`src/rtl/jt1942_prog_sdram.sv`:
```
// Buffers PROM/ROM download writes in a small FIFO and feeds them to the SDRAM
// controller one request at a time. It also reports dropped writes, counts
// acknowledged writes and pulses done once the download has fully drained.
module jt1942_prog_sdram #(
  parameter int AW = 22,
  parameter int QW = 2
) (
  input  logic          clk,
  input  logic          rst,
  input  logic          downloading,
  input  logic          prog_we,
  input  logic [AW-1:0] prog_addr,
  input  logic [7:0]    prog_data,
  input  logic [1:0]    prog_mask,
  output logic          sdram_req,
  output logic [AW-1:0] sdram_addr,
  output logic [15:0]   sdram_din,
  output logic [1:0]    sdram_dqm,
  input  logic          sdram_ack,
  output logic          overflow,
  output logic [AW-1:0] wr_cnt,
  output logic          done,
  output logic          dbg_state
);

  // Handshake: sdram_req stays high with addr/din/dqm frozen until the
  // controller raises sdram_ack; the edge that samples req & ack retires the entry.
  localparam int DEPTH = 1 << QW;
  localparam logic [QW:0] FULL_CNT = (QW+1)'(DEPTH);

  typedef enum logic {IDLE = 1'b0, REQ = 1'b1} state_t;

  state_t        state, state_next;
  logic          load;
  logic [AW-1:0] fifo_addr [DEPTH];
  logic [7:0]    fifo_data [DEPTH];
  logic [1:0]    fifo_mask [DEPTH];
  logic [QW-1:0] rd_ptr, wr_ptr;
  logic [QW:0]   count;
  logic          dl_q, push_seen;
  logic          push_req, push, pop, drop, full, empty, dl_rise, done_cond;

  assign full      = (count == FULL_CNT);
  assign empty     = (count == '0);
  assign pop       = (state == REQ) && sdram_ack;
  assign push_req  = prog_we && downloading;
  // A full FIFO still takes a write if the head retires on the same edge.
  assign push      = push_req && (!full || pop);
  assign drop      = push_req && full && !pop;
  assign dl_rise   = downloading && !dl_q;
  assign done_cond = !downloading && empty && (state == IDLE) && push_seen;
  assign dbg_state = state;

  always_comb begin
    state_next = state;
    load       = 1'b0;
    case (state)
      IDLE: if (!empty) begin
        state_next = REQ;
        load       = 1'b1;
      end
      REQ: if (sdram_ack) state_next = IDLE;
      default: state_next = IDLE;
    endcase
  end

  always_ff @(posedge clk) begin
    if (push) begin
      fifo_addr[wr_ptr] <= prog_addr;
      fifo_data[wr_ptr] <= prog_data;
      fifo_mask[wr_ptr] <= prog_mask;
    end
  end

  always_ff @(posedge clk) begin
    if (rst) begin
      state      <= IDLE;
      sdram_req  <= 1'b0;
      sdram_addr <= '0;
      sdram_din  <= '0;
      sdram_dqm  <= '0;
      rd_ptr     <= '0;
      wr_ptr     <= '0;
      count      <= '0;
      overflow   <= 1'b0;
      wr_cnt     <= '0;
      done       <= 1'b0;
      dl_q       <= 1'b0;
      push_seen  <= 1'b0;
    end else begin
      state     <= state_next;
      sdram_req <= (state_next == REQ);
      if (load) begin
        sdram_addr <= fifo_addr[rd_ptr];
        sdram_din  <= {fifo_data[rd_ptr], fifo_data[rd_ptr]};
        sdram_dqm  <= fifo_mask[rd_ptr];
      end
      if (push) wr_ptr <= wr_ptr + QW'(1);
      if (pop)  rd_ptr <= rd_ptr + QW'(1);
      if (push && !pop)      count <= count + (QW+1)'(1);
      else if (!push && pop) count <= count - (QW+1)'(1);
      dl_q <= downloading;
      done <= done_cond;
      if (push)                        push_seen <= 1'b1;
      else if (dl_rise || done_cond)   push_seen <= 1'b0;
      if (drop)         overflow <= 1'b1;
      else if (dl_rise) overflow <= 1'b0;
      if (dl_rise)      wr_cnt <= '0;
      else if (pop)     wr_cnt <= wr_cnt + AW'(1);
    end
  end

endmodule

```
`config.mk`:
```
export PLATFORM = sky130hd
export DESIGN_NAME = jt1942_prog_sdram
export DESIGN_NICKNAME = d
export VERILOG_FILES = /design/src/rtl/jt1942_prog_sdram.sv
export SDC_FILE = /design/constraint.sdc
export NUM_CORES = 1
export LEC_CHECK = 0
export CORE_MARGIN = 10
export CORE_UTILIZATION = 58
export DETAILED_ROUTE_END_ITERATION = 16
export PLACE_DENSITY = 0.84
export SLEW_MARGIN = 15
export SYNTH_ARGS = -nofsm -noshare
export SYNTH_HDL_FRONTEND = slang
export SYNTH_SLANG_ARGS = --single-unit
```
`constraint.sdc`:
```
create_clock -name clk -period 6 [get_ports clk]
set_input_delay 0.9 -clock clk [delete_from_list [all_inputs] [get_ports clk]]
set_output_delay 0.9 -clock clk [all_outputs]
set_load 0.01 [all_outputs]
```
======== Yosys cells after proc, flatten, opt, wreduce, memory -nomap -nowiden ========
Memory sizes are Yosys's and may differ from the RTL's. A register that Yosys moved wholly into a read port is not among the register bits.
Index checks and enable logic that the tools add are counted.
word-level totals
  logic and storage cells ................. 57
  memories ................................ 3
  bits in writable memories ............... 128
  flip-flop bits (word level) ............. 50
  input bits .............................. 37
  output and inout bits ................... 66
memory list
  name       depth  bits a word  read ports  clocked after memory_dff  wr ports  line  RTL
  fifo_addr  4      22           1           1                         1         35    logic [AW-1:0] fifo_addr [DEPTH];
  fifo_data  4      8            1           1                         1         36    logic [7:0] fifo_data [DEPTH];
  fifo_mask  4      2            1           1                         1         37    logic [1:0] fifo_mask [DEPTH];
cells by class
  add/sub/neg operators ................... 5
  eq/ne operators ......................... 1
  reductions and logical operators ........ 23
  bitwise logic cells ..................... 1
  muxes and demuxes ....................... 14
operators by type and width
  cell                                              number
  adder 22 x 1 -> 22 bit, second input constant     1
  logical AND 1 bit                                 11
  two-way mux 1 bit                                 9
  two-way mux 3 bit                                 2
  nonzero test 2 bit                                3
  logical NOT 1 bit                                 5
  adder 2 x 1 -> 2 bit, second input constant       2
  two-way mux 2 bit                                 2
  adder 3 x 1 -> 3 bit, second input constant       1
  equality test 3 bit, second input constant        1
  logical NOT 3 bit                                 1
  subtractor 3 x 1 -> 3 bit, second input constant  1
  logical OR 1 bit                                  2
  one-hot mux 1 bit (2 select lines)                1
  OR reduction 2 bit                                1
  inverter 1 bit                                    1

======== Logic depth before layout (Yosys ltp) ========
Gate-level depths: netlist of the first run.
  depth in word-level cells ............... 8
  depth in mapped cells ................... 9
  depth with buffers taken out ............ 8

======== Worst setup path after synthesis of the first run ========
Ideal clock, no wire load.
  path kind ............................... input-to-reg
  start ................................... in sdram_ack
  end ..................................... reg count[2]
  arrival ................................. 2.871 ns
  data required time ...................... 5.930 ns
  cell stages on the path ................. 9
  buffers on the path ..................... 1
  library setup time ...................... 0.070 ns
  slack ................................... 3.058 ns
  path through ............................ buf_4 nand2_1 a31oi_1 ha_1 inv_1 fa_1 xor2_1 or3_1 a21oi_1
between the ends
  cells in the longest elaborated chain, start to end .. 6
  elaborated cells between the ends (all ways) .. 9
  classes of those cells .................. 1 x mux; 8 x reduce/logical
ends and longest elaborated chain
  what                          line  RTL
  start, declared               19    input logic sdram_ack,
  logical AND 1 bit (*)         45    assign pop = (state == REQ) && sdram_ack;
  logical OR 1 bit (*)          48    assign push = push_req && (!full || pop);
  logical AND 1 bit (*)         48
  named net push                41    logic push_req, push, pop, drop, full, empty, dl_rise, done_cond;
  logical NOT 1 bit             101   else if (!push && pop) count <= count - (QW+1)'(1);
  logical AND 1 bit             101
  nonzero test 2 bit (no line)  -
  end signal, assigned          100   if (push && !pop) count <= count + (QW+1)'(1);
  end signal, assigned          101
  end, declared                 39    logic [QW:0] count;
Mark *: on every way through the listed nets, which the timed path passes. The rest lies on a longest branch.
A chain may end at the register's enable or synchronous reset.

======== Worst setup path after layout of the first run ========
Ends and elaborated chain as after synthesis.

==> results.md, run 1 <==
* Status: complete, no violations
* CTS root buffer: clkbuf_16
* GRT Total Usage at 18.3%
* Crit-path slowest cell: a31oi_1
* Gate Count Post-Synth at around 500
* Total congestion overflow at 0
* Gpl congestion at ~0.77
* Mean routed wirelength per cell at 20.4 um
* Detailed-route DRC error count at 0
* Area of the multi-input gates at 1970 um^2
* Final #Nets at 630
* GR peak layer: met2
* Std-Cell Rows at a little over 40
* Initial antenna violation count at 0
* CTS clock-pin slew for the worst setup and hold paths at 0.07 ns
* Final period utilization at around 60%
* Layout cell share with drive strength beyond 1 at between 10 and 15%
* Crit path kind: in -> reg
* WP data required at approximately 6.3 ns
* Routing usage on met1 at approximately a fifth
* Pwr/cell area at between 400 and 500 nW/um^2
* Sw power at approximately 1 mW
* Clock sink total at a little under 200
* Latest clock arrival within the worst-skew pair at 0.43 ns
* Placed cell count at between 700 and 800
* Asr flop ratio synth at 0%
* Internal power at between 2 and 3 mW
* Syn_area_per_cell at 14.8 um^2
* FMAX at 284 MHz
* Leakage power at slightly below 3 nW
* Met3 GRT Util at 5.98%
* Register Area at roughly 5200 um^2
* Worst slew margin at a little under two fifths
* Final clock skew at ~0.0074 ns
* Fin area at 9000 um^2
* Post-detailed-route count of antenna-violating nets at 0
* Final WL at approximately 16000 um
* First-pass GRT wire length at ~25000 um
* Area Overhead vs Synth at 22.1%
* Postcts setup bufs at 0
* Grt met2 use at between 30% and 40%
* Max Cap Viol at 0
* Final TNS setup at 0 ns
* Max VDD drop at 0.303 mV
* Crit path time final at 3.52 ns
* Largest net degree at the start of global routing at 47
* Iter 0 DRT Violations at just under 300
* Netlist Area Pre-Place at between 7000 and 8000 um^2
* Vias in the first global route at approximately 4700
* Die area at 17600 um^2
* Critical path peak fanout at 8
* Post-synth EDFFs at ~130
* Initial core utilization at approximately three fifths
* Setup WS pre-CTS at ~2.1 ns
* Unique cell type count in the Yosys netlist at slightly above 40
* Flops & latches, synth at just under 200
* CP top delay family: compound AO/OA/AOI/OAI gates
* PnR worst setup slack at between 2 and 2.5 ns
* # fillers at around 800
* RSZ-0062 raised after global routing: false
* Sequential Power Share at a little under half
* Hold-fix buffers at CTS at 0
* Post-DP HPWL at around 10000 um
* Most used flip-flop cell after synthesis: edfxtp_1
* TritonCTS buffer count at 17
* Pre-antenna DRT Iters at 4
* Seq/Total Area, Yosys at 70.6%
* Syn_nets at about 540
* # resized after CTS at 0
* Clock power frac at roughly 30%
* Layout Cells excl Fill at roughly 770
* H-tree levels at 4
* CP arrival at approximately 3.9 ns
* Total core area at between 10000 and 15000 um^2
* Via Count at 4392
* Die span in y at roughly 130 um
* Placed Area at between 8000 and 9000 um^2
* Comb pwr share at a little under a quarter
* Final setup fails at 0
* CP max stage delay at 0.67 ns
* Worst path cell trace: clkdlybuf4s50_1 -> nand2_1 -> a31oi_1 -> ha_1 -> inv_1 -> fa_1 -> xor2_1 -> or3_1 -> a21oi_1
* Port Buffers at 102
* Longest Clk Path Bufs at 2
* Final hold violations at 0
* Slew Limit Fails at 0
* Crit path launch type: input pin
* Synthesis Warnings at 0
* I/O pins at ~100
* Worst min-delay path category: reg -> reg
* CTS tree: built
* Width of the die at ~130 um
* Worst path buffer plus inverter count at 2
* Worst-Margin Slew at approximately 0.93 ns
* Antenna Cells at 0
* Hold Worst Slack at ~0.45 ns
* Via density at between 5 and 6
* Sw frac at ~28%
* CP Capture Type: flip-flop
==> metrics by stage <==
step                util (%)  power, mW
finish                  71.9       3.63
global route            71.9       3.79
CTS                     71.9       3.65
detailed placement      67.5       2.59
global placement        67.5       2.54
floorplan                  -       2.20
==> metal layers <==
| layer | vias up | wire length, um |
|---|---|---|
| met5 | - | 0 |
| met4 | 0 | 281 |
| met3 | 26 | 949 |
| met2 | 166 | 8260 |
| met1 | 2191 | 6230 |
| li1 | 2009 | - |
==> cell families (layout without fill, tap and decap cells) <==
kind of cell | after synthesis | after routing | share of synthesized area, %
adder cells (fa/ha/maj) | 7 | 7 | 1.29
XOR/XNOR | 17 | 17 | 2.02
AO/OA/AOI/OAI | 57 | 57 | 4.05
buffers and inverters | 45 | 145 | 2.90
multiplexers | 34 | 34 | 10.0
AND/OR/NAND/NOR | 143 | 143 | 9.14
flip-flops | 196 | 196 | 70.6
==> layout make-up <==
type                    count  area share (%)
repair buffers            103            11.4
well taps                 172            2.39
clock buffers              22            4.93
inverters                  10           0.417
clock inverters            10            1.19
multi-input cells         258            21.9
flip-flops and latches    196            57.8
==> synth_stat cells, types with 3 or more instances <==
cell	count	share of area, %
dfxtp_1	68	18
edfxtp_1	128	52
nand4_1	5	0.42
o21ai_0	9	0.61
inv_1	10	0.51
xor2_1	9	1.1
mux4_2	32	9.8
nand3_1	9	0.61
nor2_1	22	1.1
nand2_1	72	3.7
a21oi_1	43	2.9
clkbuf_1	17	0.86
nor4_1	3	0.25
nor3_1	3	0.20
ha_1	6	1.0
xnor2_1	8	0.95
buf_4	10	1.0
and2_1	4	0.34
buf_2	6	0.41
or3_1	8	0.68
==> worst min-delay path, cell delays in order, from the launching register on <==
cell     delay, ns
dfxtp_1       0.31
nand2_1       0.05
a21oi_1       0.05
==> cell usage in the layout, fill, tap and decap left out, types with 3 or more instances in the layout <==
cell,count
nor4_1,3
xnor2_1,8
or3_1,8
clkbuf_1,5
nor3_1,3
mux4_2,32
clkdlybuf4s50_1,101
inv_1,10
dfxtp_1,67
xor2_1,9
o21ai_0,9
edfxtp_1,128
nor2_1,21
a21oi_1,43
clkbuf_16,17
ha_1,6
nand2_1,72
nand3_1,9
and2_2,4
nand4_1,5
==> power groups by stage <==
stage          Sequential (mW)  Clock (mW)  Combinational, mW
2_1_floorplan             1.73           0              0.475
3_3_place_gp              1.73           0              0.810
3_5_place_dp              1.75           0              0.845
4_1_cts                   1.72        1.08              0.852
5_1_grt                   1.75        1.13              0.909
6_report                  1.72        1.07              0.839
==> sequential cells by signal (all words and copies together), names as in the netlist, 3 cells and up, named ones only <==
signal,cells
count,3
fifo_addr,88
fifo_data,32
fifo_mask,8
sdram_addr,22
sdram_din,8
wr_cnt,22
==> path summary, 6_finish.rpt <==
| kind | start | end | cells past startpoint | slack (ns) |
|---|---|---|---|---|
| max | sdram_ack | count[2] | 9 | 2.48 |
| min | sdram_addr[13] | sdram_addr[13] | 2 | 0.45 |
| max reg2reg | dbg_state | count[2] | 8 | 2.90 |
| min reg2reg | sdram_addr[13] | sdram_addr[13] | 2 | 0.45 |
Power figures use the tool's default switching activity.
==> inputs of run 2 (changes only) <==
--- a/config.mk
+++ b/config.mk
@@ -6,9 +6,9 @@
 export NUM_CORES = 1
 export LEC_CHECK = 0
 export CORE_MARGIN = 10
-export CORE_UTILIZATION = 58
+export CORE_UTILIZATION = 54
 export DETAILED_ROUTE_END_ITERATION = 16
-export PLACE_DENSITY = 0.84
+export PLACE_DENSITY = 0.79
 export SLEW_MARGIN = 15
 export SYNTH_ARGS = -nofsm -noshare
 export SYNTH_HDL_FRONTEND = slang
==> constraint.sdc (replaced) <==
create_clock -name clk -period 3.4 [get_ports clk]
set_input_delay 0.51 -clock clk [delete_from_list [all_inputs] [get_ports clk]]
set_output_delay 0.51 -clock clk [all_outputs]
set_load 0.01 [all_outputs]
==> run 2 against run 1 <==
  * Clock power rose by 100%
  * Design area rose by 2.0%
  * Final cell count rose by 1.3%
  * Clock skew rose by 0.0033 ns
  * Critical path depth did not move
  * Combinational power rose by 79%
  * Worst setup slack got worse by 1.7 ns
  * Core utilization fell by 2.8 points
  * Wire length rose by 0.22%
  * Critical path type unchanged
  * Largest cell class unchanged
  * Largest power group unchanged
==> results.md, run 2 (synthesized netlist as in run 1, its figures left out) <==
* First-pass GRT wire length at 24700 um (-2.4%)
* Flip-flop count of the largest register after layout at 88 (unchanged)
* Final #Nets at 636 (+0.95%)
* CTS tree: built
* CTS clock-pin slew for the worst setup and hold paths at 0.06 ns (about the same)
* Final clock skew at 0.0107 ns (+0.00335 ns)
* Mean routed wirelength per cell at 20.2 um (-1.1%)
* WP data required at 3.75 ns (-2.59 ns)
* Crit-path slowest cell: clkdlybuf4s50_1
* CTS root buffer: clkbuf_16
* Max Cap Viol at 0 (unchanged)
* Crit path launch type: input pin
* Worst path cell trace: clkdlybuf4s50_1 -> nand2_1 -> a31oi_1 -> ha_1 -> inv_1 -> fa_1 -> xor2_1 -> or3_1 -> a21oi_1
* Width of the die at 137 um (+3.1%)
* Pre-antenna DRT Iters at 4 (unchanged)
* Port Buffers at 102 (unchanged)
* Critical Path Source: sdram_ack
* Register with the most flip-flops: fifo_addr
* Min-delay src: push_seen
* Vias in the first global route at 4460 (-4.8%)
* H-tree levels at 4 (unchanged)
* Crit path kind: in -> reg
* Gpl congestion at 0.786 (+1.6%)
* Leakage power at 2.97 nW (+3.0%)
* Worst-Margin Slew at 0.967 ns (+0.0325 ns)
* Critical path peak fanout at 8 (unchanged)
* Iter 0 DRT Violations at 330 (+11%)
* Status: complete, no violations
* # resized after CTS at 0 (unchanged)
* Post-DP HPWL at 9780 um (-2.7%)
* Final setup fails at 0 (unchanged)
* Initial core utilization at 55.5% (-3.4 points)
* PnR worst setup slack at 0.822 ns (-1.66 ns)
* Commonest non-fill, non-tap cells in the layout: edfxtp_1 (128), clkdlybuf4s50_1 (101), nand2_1 (72), dfxtp_1 (67), a21oi_1 (43)
* # fillers at 888 (+11%)
* Latest clock arrival within the worst-skew pair at 0.43 ns (about the same)
* Final TNS setup at 0 ns (unchanged)
* CP arrival at 2.93 ns (-0.93 ns)
* Initial antenna violation count at 0 (unchanged)
* Biggest regs: fifo_addr (88), fifo_data (32)
* TritonCTS buffer count at 17 (unchanged)
* CP max stage delay at 0.60 ns (-0.07 ns)
* Total core area at 13300 um^2 (+6.2%)
* Worst slew margin at 35.5% (-2.2 points)
* Longest Clk Path Bufs at 2 (unchanged)
* RSZ-0062 raised after global routing: false
* Largest net degree at the start of global routing at 46 (-2.1%)
* I/O pins at 103 (unchanged)
* Final hold violations at 0 (unchanged)
* Worst min-delay path category: reg -> reg
* Antenna Cells at 0 (unchanged)
* Fin util at 69.1% (-2.8 points)
* Setup WS pre-CTS at 0.410 ns (-1.71 ns)
* Via density at 5.55 (-2.7%)
* Hold-fix buffers at CTS at 0 (unchanged)
* Final WL at 15800 um (+0.22%)
* CP Capture Type: flip-flop
* Hold path depth at 2 (unchanged)
* WP depth at 9 (unchanged)
* R2R Path Start: dbg_state
* Max VDD drop at 0.435 mV (+44%)
* Commonest non-fill, non-tap cell in the layout: edfxtp_1
* Layout cell share with drive strength beyond 1 at 12.7% (+1.2 points)
* Worst path buffer plus inverter count at 2 (unchanged)
* Detailed-route DRC error count at 0 (unchanged)
* Post-detailed-route count of antenna-violating nets at 0 (unchanged)
* Slew Limit Fails at 0 (unchanged)
* Hold Worst Slack at 0.443 ns (-0.0114 ns)
* Die span in y at 137 um (+3.1%)
* Area Overhead vs Synth at 24.5%
* CP top delay family: buffers and inverters
* Std-Cell Rows at 42 (+2.4%)
* Die area at 18700 um^2 (+6.3%)
* Pwr/cell area at 725 nW/um^2 (+80%)
* Clock sink total at 196 (unchanged)
* Final period utilization at approximately 76%
* Total congestion overflow at 0 (unchanged)
* Crit path time final at between 2 and 3 ns
* R2R cell count at 8 (unchanged)
* Via Count at 4331 (-1.4%)
* FMAX at 388 MHz
* GRT Total Usage at 17.4% (-0.94 points)
* Postcts setup bufs at 0 (unchanged)
[run 2: cell count changes in the layout (fill, tap and decap cells not counted), sizes merged]
cell	delta
buf	+6
bufinv	+3
clkinv	-3
clkbuf	+1
clkinvlp	-1
[run 2: power breakdown]
part	total [mW]	switching, mW	internal [mW]
Clock	2.14	0.810	1.33
Sequential	3.02	0.222	2.80
Combinational	1.50	0.776	0.722
Total	6.66	1.81	4.85
[run 2: area by class of cell]
type / instances / area [um^2] / share of cell area [%]
Clock buffer: 23 / 458 / 4.98
Multi-Input combinational cell: 258 / 1970 / 21.4
Sequential cell: 196 / 5210 / 56.7
Inverter: 10 / 37.5 / 0.409
Timing Repair Buffer: 109 / 1120 / 12.2
Clock inverter: 9 / 176 / 1.92
Tap cell: 176 / 220 / 2.40
[run 2: stage by stage]
stage / std cells / instance area (um^2) / power (mW)
after floorplan: 499 / 7380 / 3.89
after global placement: 749 / 8550 / 4.52
after detailed placement: 749 / 8550 / 4.59
after CTS: 781 / 9190 / 6.73
after global routing: 781 / 9190 / 6.94
final: 781 / 9190 / 6.66
[run 2: routing by layer]
layer	vias up	routed length, um	track usage [%]	share of wire (%)
met5	-	0	0	0
met1	2158	6540	21.2	42
met2	139	7780	28.7	49
met4	0	240	6.38	1.5
li1	2014	-	-	-
met3	20	1200	5.21	7.6
[run 2: path summary, 6_finish.rpt]
kind	to	slack, ns
setup / recovery	count[2]	0.82
hold / removal	done	0.44
setup reg to reg	count[2]	0.87
hold reg to reg	done	0.44
[run 2: worst reg2reg max path: stages (launching register included)]
cell and delay, ns:
dfxtp_1 0.60, nand2_1 0.28, a31oi_1 0.31, ha_1 0.23, inv_1 0.06, fa_1 0.37, xor2_1 0.16, or3_1 0.30
a21oi_1 0.15
==> inputs of run 3 (changes only) <==
==> constraint.sdc (replaced) <==
create_clock -name clk -period 2.6 [get_ports clk]
set_input_delay 0.39 -clock clk [delete_from_list [all_inputs] [get_ports clk]]
set_output_delay 0.39 -clock clk [all_outputs]
set_load 0.01 [all_outputs]
==> run 3 against run 2 <==
  * Wire length fell by 2.0%
  * Sequential share of layout area rose by 0.093 points
  * Core utilization fell by 0.11 points
  * Register-to-register slack got worse by 0.48 ns
  * Highest routed layer unchanged
==> results.md, run 3 (synthesized netlist as in run 1, its figures left out) <==
* Crit path launch type: flip-flop
* Port Buffers at 102 (unchanged)
* WP data required at 2.95 ns (-0.80 ns)
* Mean routed wirelength per cell at 19.5 um (-3.5%)
* Status: complete, no violations
* GRT Total Usage at 17.0% (-0.32 points)
* Longest Clk Path Bufs at 2 (unchanged)
* CTS clock-pin slew for the worst setup and hold paths at 0.07 ns (about the same)
* Clock sink total at 196 (unchanged)
* Std-Cell Rows at 42 (unchanged)
* CTS tree: built
* Die span in y at 137 um (unchanged)
* CP arrival at 2.56 ns (-0.37 ns)
* CTS root buffer: clkbuf_16
* Largest net degree at the start of global routing at 33 (-28%)
* Slew Limit Fails at 0 (unchanged)
* Final setup fails at 0 (unchanged)
* Crit path kind: reg -> reg
* H-tree levels at 4 (unchanged)
* CP max stage delay at 0.48 ns (-0.12 ns)
* Critical path peak fanout at 9 (+1)
* Crit-path slowest cell: dfxtp_1
* CP Capture Type: flip-flop
* Initial antenna violation count at 1 (+1)
* Worst slew margin at 51.9% (+16 points)
* I/O pins at 103 (unchanged)
* RSZ-0062 raised after global routing: false
* Layout Cells excl Fill at 793 (+1.5%)
* Gpl congestion at 0.765 (-2.7%)
* Postcts setup bufs at 0 (unchanged)
* Width of the die at 137 um (unchanged)
* Die area at 18700 um^2 (unchanged)
* Max VDD drop at 0.716 mV (+65%)
* Worst path buffer plus inverter count at 1 (-1)
* Flip-flop count of the largest register after layout at 88 (unchanged)
* Final TNS setup at 0 ns (unchanged)
* Biggest regs: fifo_addr (88), fifo_data (32)
* Final WL at 15400 um (-2.0%)
* Area Overhead vs Synth at 24.3%
* CP top delay family: adder cells
* Register with the most flip-flops: fifo_addr
* Total core area at 13300 um^2 (unchanged)
* Final #Nets at 648 (+1.9%)
* Post-detailed-route count of antenna-violating nets at 0 (unchanged)
* Vias in the first global route at 4599 (+3.1%)
* Pre-antenna DRT Iters at 4 (unchanged)
* Commonest non-fill, non-tap cell in the layout: edfxtp_1
* # resized after CTS at 0 (unchanged)
* Antenna Cells at 0 (unchanged)
* Hold Worst Slack at 0.350 ns (-0.0931 ns)
* Layout cell share with drive strength beyond 1 at 14.6% (+1.9 points)
* Commonest non-fill, non-tap cells in the layout: edfxtp_1 (128), clkdlybuf4s50_1 (101), nand2_1 (72), dfxtp_1 (67), a21oi_1 (43)
* Leakage power at 3.00 nW (+0.92%)
* Via density at 5.52 (-0.54%)
* Final hold violations at 0 (unchanged)
* Initial core utilization at 55.5% (unchanged)
* FMAX at around 450 MHz
* Latest clock arrival within the worst-skew pair at 0.42 ns (about the same)
* Final clock skew at 0.00517 ns (-0.00556 ns)
* Worst-Margin Slew at 0.722 ns (-0.246 ns)
* Hold-fix buffers at CTS at 0 (unchanged)
* TritonCTS buffer count at 17 (unchanged)
* Pwr/cell area at 921 nW/um^2 (+27%)
* Iter 0 DRT Violations at 310 (-6.1%)
* Via Count at 4374 (+0.99%)
* Worst path cell trace: nand2_1 -> a31oi_1 -> ha_1 -> inv_1 -> fa_1 -> xor2_1 -> or3_1 -> a21oi_1
* Placed cell count at 761 (+1.6%)
* Worst min-delay path category: in -> reg
* Total congestion overflow at 0 (unchanged)
* Detailed-route DRC error count at 0 (unchanged)
* First-pass GRT wire length at 24300 um (-1.7%)
* Post-DP HPWL at 10200 um (+4.3%)
* Final period utilization at between 80% and 90%
* Crit path time final at approximately 2.2 ns
* Pwr Total at 8.45 mW (+27%)
* Max Cap Viol at 0 (unchanged)
-- run 3: cell count changes in the layout (fill, tap and decap cells not counted), sizes merged --
cell,change
buf,+12
clkbuf,-4
bufinv,-3
clkinv,+7
inv,+1
clkinvlp,-1
-- run 3: cell type report --
class                      instances  area (um^2)
clock buffer                      19          433
clock inverter                    13          134
fill                             903         4120
inverter                          10         37.5
multi-input combinational        258         1970
sequential                       196         5210
tap                              176          220
timing repair buffer             121         1170
-- run 3: metal layers --
metal / routed length (um) / global-route usage (%) / vias to the layer above
met5: 0 / 0 / -
met4: 258 / 6.62 / 0
met3: 995 / 4.80 / 22
met2: 7780 / 28.4 / 130
met1: 6410 / 20.6 / 2183
li1: - / - / 2039
-- run 3: path summary, 6_finish.rpt --
kind	start	end	slack, ns	cells past startpoint
worst max register to register	dbg_state	count[2]	0.39	8
worst min register to register	push_seen	done	0.46	2
worst max-delay path	dbg_state	count[2]	0.39	8
worst min-delay path	rst	sdram_din[10]	0.35	2
-- run 3: report_power, final --
part / switching [mW] / leakage, nW / internal [mW]
Sequential: 0.248 / 1.72 / 3.66
Clock: 1.08 / 0.282 / 1.42
Combinational: 1.06 / 0.999 / 0.983
Total: 2.39 / 3.00 / 6.06
-- run 3: worst register-to-register path, stage by stage (launching register included) --
cell and delay [ns]:
dfxtp_1 0.48, nand2_1 0.12, a31oi_1 0.24, ha_1 0.22
inv_1 0.06, fa_1 0.38, xor2_1 0.16, or3_1 0.31
a21oi_1 0.15
-- run 3: stage by stage --
| step | cell area [um^2] | utilization [%] | worst slack, ns |
|---|---|---|---|
| after detailed placement | 8610 | 64.7 | 0.00277 |
| after global routing | 9170 | 69.0 | 0.189 |
| after floorplan | 7380 | - | 0.0713 |
| after global placement | 8610 | 64.7 | 0.105 |
| final | 9170 | 69.0 | 0.395 |
| after CTS | 9170 | 69.0 | 0.383 |
